$ cat src/rtl/uart_tx_peripheral.sv
// uart_tx_peripheral: memory-mapped 8N1 UART transmitter with byte FIFO and status register
module uart_tx_peripheral #(
    parameter int          CLOCK_FREQ   = 27000000,
    parameter int          BAUD_RATE    = 115200,
    parameter int          FIFO_DEPTH   = 8,
    parameter logic [31:0] BASE_ADDRESS = 32'h0000_1000
) (
    input  logic        clock,
    input  logic        reset,
    input  logic [31:0] address,
    input  logic [31:0] input_data,
    input  logic        mem_write,
    input  logic        mem_read,
    output logic [31:0] output_data,
    output logic        selected,
    output logic        tx,
    output logic        tx_busy
);
    localparam int CLKS_PER_BIT = CLOCK_FREQ / BAUD_RATE;
    localparam int BW = $clog2(CLKS_PER_BIT);
    localparam int PW = $clog2(FIFO_DEPTH);
    localparam int CW = PW + 1;

    typedef enum logic [1:0] {IDLE, START, DATA, STOP} state_t;

    state_t        state, state_next;
    logic [BW-1:0] baud_cnt, baud_next;
    logic [2:0]    bit_idx, bit_next;
    logic [7:0]    shift, shift_next;
    logic [7:0]    fifo [FIFO_DEPTH];
    logic [PW-1:0] rd_ptr, wr_ptr;
    logic [CW-1:0] count;
    logic          overflow, fifo_full, fifo_empty, hit, wr_data, wr_status;
    logic          push, pop, baud_done, tx_next;
    logic [31:0]   status;
    logic          unused;

    assign unused      = ^{address[1:0], input_data[31:8]};
    assign hit         = address[31:3] == BASE_ADDRESS[31:3];
    assign selected    = hit;
    assign wr_data     = hit && mem_write && !address[2];
    assign wr_status   = hit && mem_write && address[2];
    assign fifo_full   = count == CW'(FIFO_DEPTH);
    assign fifo_empty  = count == '0;
    assign push        = wr_data && !fifo_full;
    assign baud_done   = baud_cnt == BW'(CLKS_PER_BIT - 1);
    assign tx_busy     = state != IDLE;
    assign status      = {24'b0, 4'(count), overflow, tx_busy, fifo_empty, fifo_full};
    assign output_data = (hit && mem_read && address[2]) ? status : '0;

    always_comb begin
        state_next = state;
        baud_next  = baud_cnt;
        bit_next   = bit_idx;
        shift_next = shift;
        pop        = 1'b0;
        case (state)
            IDLE: if (!fifo_empty) begin
                pop        = 1'b1;
                shift_next = fifo[rd_ptr];
                baud_next  = '0;
                state_next = START;
            end
            START: if (baud_done) begin
                baud_next  = '0;
                bit_next   = '0;
                state_next = DATA;
            end else begin
                baud_next = baud_cnt + 1'b1;
            end
            DATA: if (baud_done) begin
                baud_next  = '0;
                shift_next = {1'b0, shift[7:1]};
                bit_next   = bit_idx + 3'd1;
                state_next = (bit_idx == 3'd7) ? STOP : DATA;
            end else begin
                baud_next = baud_cnt + 1'b1;
            end
            STOP: if (baud_done) begin
                baud_next  = '0;
                pop        = !fifo_empty;
                shift_next = fifo_empty ? shift : fifo[rd_ptr];
                state_next = fifo_empty ? IDLE : START;
            end else begin
                baud_next = baud_cnt + 1'b1;
            end
            default: state_next = IDLE;
        endcase
        // tx is driven from the next state so the registered line changes on the same edge as the FSM
        tx_next = (state_next == START) ? 1'b0 : (state_next == DATA) ? shift_next[0] : 1'b1;
    end

    always_ff @(posedge clock or posedge reset) begin
        if (reset) begin
            state    <= IDLE;
            baud_cnt <= '0;
            bit_idx  <= '0;
            shift    <= '0;
            tx       <= 1'b1;
            rd_ptr   <= '0;
            wr_ptr   <= '0;
            count    <= '0;
            overflow <= 1'b0;
        end else begin
            state    <= state_next;
            baud_cnt <= baud_next;
            bit_idx  <= bit_next;
            shift    <= shift_next;
            tx       <= tx_next;
            if (push)
                wr_ptr <= wr_ptr + 1'b1;
            if (pop)
                rd_ptr <= rd_ptr + 1'b1;
            count <= (push && !pop) ? count + 1'b1 : (pop && !push) ? count - 1'b1 : count;
            if (wr_data && fifo_full)
                overflow <= 1'b1;
            else if (wr_status && input_data[3])
                overflow <= 1'b0;
        end
    end

    always_ff @(posedge clock) begin
        if (push)
            fifo[wr_ptr] <= input_data[7:0];
    end
endmodule

$ cat config.mk
export PLATFORM = sky130hd
export DESIGN_NAME = uart_tx_peripheral
export DESIGN_NICKNAME = d
export VERILOG_FILES = /design/src/rtl/uart_tx_peripheral.sv
export SDC_FILE = /design/constraint.sdc
export NUM_CORES = 1
export LEC_CHECK = 0
export CAP_MARGIN = 20
export CORE_ASPECT_RATIO = 1.4
export CORE_MARGIN = 2
export CORE_UTILIZATION = 51
export DETAILED_ROUTE_END_ITERATION = 16
export GPL_TIMING_DRIVEN = 0
export PLACE_DENSITY_LB_ADDON = 0.2
export SYNTH_ARGS = -nofsm -noshare
export SYNTH_HDL_FRONTEND = slang
export SYNTH_SLANG_ARGS = --single-unit
$ cat constraint.sdc
create_clock -name clock -period 3.1 [get_ports clock]
set_input_delay 0.465 -clock clock [delete_from_list [all_inputs] [get_ports clock]]
set_output_delay 0.465 -clock clock [all_outputs]
set_load 0.02 [all_outputs]
==> out/metrics.yaml <==
finalSetupViolations: 0
clock_skew_ns: 0.005735
worstPathRequired_ns: 2.63
yosys_register_bits: 97
min_period_over_period_pct: 96.10
powerDensity_nw_per_um2: 445.2
cts_buffers: 9
power_mw: 2.580
drive_gt1_share_pct: 22.97
antennaDiodeCount: 0
path_clk_slew_ns: 0.07
tightest_slew_ns: 0.9023
wire_per_inst_um: 16.57
startpoint_type: "input port"
drtAntennaViolNets: 0
worstPathArrival_ns: 2.51
die_h_um: 117.4
peakVddDrop_mv: 0.5738
die_area_um2: 9984
cts_buffer_depth: 2
ys_warn_count: 0
period_needed_ns: 2.979
final_cell_mix: "edfxtp_1 (64), clkdlybuf4s50_1 (48), dfrtp_1 (32)"
start_util_pct: 52.21
fmax_mhz: 335.7
max_stage_delay_ns: 0.62
rows: 41
post_synth_instance_area_um2: 4687
outcome: "finished, final reports clean"
htree_levels: 3
antenna_found_initial: 0
root_buffer: "clkbuf_16"
synthArstFlopShare_pct: 34.02
crit_top_cell: "clkdlybuf4s50_1"
cts_tree: "done"
min_path_type: "register to register"
layout.nets: 496
drtIter0Drc: 125
final-seq-area_um2: 2749
final_cells: 525
drv_slew: 0
mostFrequentLayoutCell: "edfxtp_1"
maxCapViolCount: 0
areaGrowthSynthToFinish_pct: 23.63
vias_per_cell: 5.411
grt_pass1_vias: 2819
fp.coreArea_um2: 8977
p_leak_nw: 2.245
cp_num_buf_inv: 2
end_kind: "primary output"
grt_use_total_pct: 18.23
pin_count: 103
cts_num_sinks: 97
grt_pass1_wl_um: 14060
path_cells: "clkdlybuf4s50_1 > nor4_1 > nand4_2 > nor2_4 > nand3_1 > nor2_1 > clkdlybuf4s50_1"
grt_max_degree: 20
slew_headroom_pct: 39.62
fp.dieW_um: 85.02
dp.final_hpwl_um: 6361
critPathMaxFanout: 4
syn_area_per_cell_um2: 14.56
io_buffers: 52
grt-ovfl-total: 0
clk_latency_ns: 0.34
multi_input_area_um2: 1779
slowest_stage: "clkdlybuf4s50_1"
gp_congestion: 0.7939
synth-edff-count: 64
ys_types: 64
final.setup.tns_ns: 0
drtPass1Iterations: 6
cp_top_family: "buffers and inverters"
nFillCells: 666
wirelength_um: 8697
syn_inst: 322
synth_ff_type: "edfxtp_1"
ys_seq_area_share_pct: 58.65
post-route-drc-count: 0
via_count: 2841
numPlacedInstances: 505
crit_type: "input port to primary output"
hold_viol: 0
[final timing paths]
kind	startpoint	endpoint	slack (ns)	depth (start not counted)
worst max-delay path	address[23]	output_data[3]	0.12	7
worst min-delay path	shift[7]$_DFFE_PP0P_	shift[7]$_DFFE_PP0P_	0.50	2
worst max register to register	baud_cnt[1]$_DFFE_PP0P_	count[3]$_DFFE_PP0P_	0.28	15
worst min register to register	shift[7]$_DFFE_PP0P_	shift[7]$_DFFE_PP0P_	0.50	2
max in group asynchronous	reset	tx$_DFF_PP1_	1.88	3
min in group asynchronous	reset	wr_ptr[2]$_DFFE_PP0P_	0.57	2
[sequential cells by signal, indices dropped and copies added (netlist names), 2 cells and up]
signal / count
count: 4
rd_ptr: 3
state: 2
shift: 8
wr_ptr: 3
bit_idx: 3
baud_cnt: 8
fifo: 64
[synthesized netlist by cell type (4+ instances only)]
master / number / share of area (%)
mux2i_1: 9 / 1.9
mux4_2: 16 / 7.7
nor4_1: 4 / 0.53
xor2_1: 6 / 1.1
buf_4: 26 / 4.2
a21oi_1: 4 / 0.43
inv_1: 12 / 0.96
a22oi_1: 7 / 1.1
dfrtp_1: 32 / 17
nor2_1: 22 / 1.8
and2_1: 5 / 0.67
ha_1: 14 / 3.7
xnor2_1: 7 / 1.3
edfxtp_1: 64 / 41
nand2_1: 13 / 1.0
o21ai_0: 12 / 1.3
[final cells by class]
type | count | share of cell area, %
plain buffers | 33 | 3.908
clock buffers | 9 | 3.887
clock inverters | 7 | 1.036
inverters | 12 | 0.7774
multi-input cells | 203 | 30.71
flip-flops and latches | 97 | 47.44
well taps | 107 | 2.311
repair buffers | 57 | 9.933
[report_power, final]
part	switching (mW)	leakage (nW)	internal [mW]
clock	0.507	0.143	0.561
combinational	0.0607	1.13	0.0704
sequential	0.00000000923	0.973	1.38
total	0.567	2.25	2.01
[layer usage]
layer	global-route usage [%]	part of all wire, %	vias to the layer above
met4	6.250	1.9	0
met3	4.715	3.0	15
li1	-	-	1355
met2	31.05	54	60
met1	22.29	41	1411
met5	0	0	-
[repair_timing]
item                       in CTS  in global routing
hold buffers                    0                  0
setup endpoints to repair       8                 20
resized for setup               1                  8
pin swaps                       0                  3
buffers inserted                0                  4
[worst reg2reg max path: stages, from the launching register on]
cell and delay, ns:
dfrtp_1 0.40, inv_1 0.08, ha_1 0.15, and4_1 0.18, buf_2 0.16, a31oi_2 0.18
nor3_4 0.25, inv_1 0.08, ha_1 0.20, inv_1 0.11, ha_1 0.23, a21o_1 0.17
a21oi_1 0.16, xnor2_1 0.13, nor2_1 0.07, xor2_1 0.14
[logic make-up (layout without fill, tap and decap cells)]
kind of cell / count (synthesis) / count (layout) / share of synthesized area [%]
fa+ha+maj: 15 / 15 / 4.165
mux: 28 / 28 / 10.41
buf+inv: 45 / 118 / 5.793
xor+xnor: 13 / 13 / 2.429
flops: 97 / 97 / 58.65
simple gates: 79 / 79 / 11.19
compound gates: 44 / 44 / 7.288
other cells: 1 / 24 / 0.08001
[per-stage QoR]
stage | util [%] | area [um2] | worst slack [ns] | hold slack (ns)
CTS | 63.83 | 5731 | 0.004932 | 0.5108
detailed placement | 60.63 | 5443 | -0.3076 | 0.4945
finish | 64.54 | 5794 | 0.1209 | 0.5045
global placement | 60.46 | 5428 | -0.2971 | 0.4646
global route | 64.54 | 5794 | -0.007557 | 0.5247
floorplan | - | 4773 | 0.3708 | 0.4507
(Power assumes the default switching activity.)
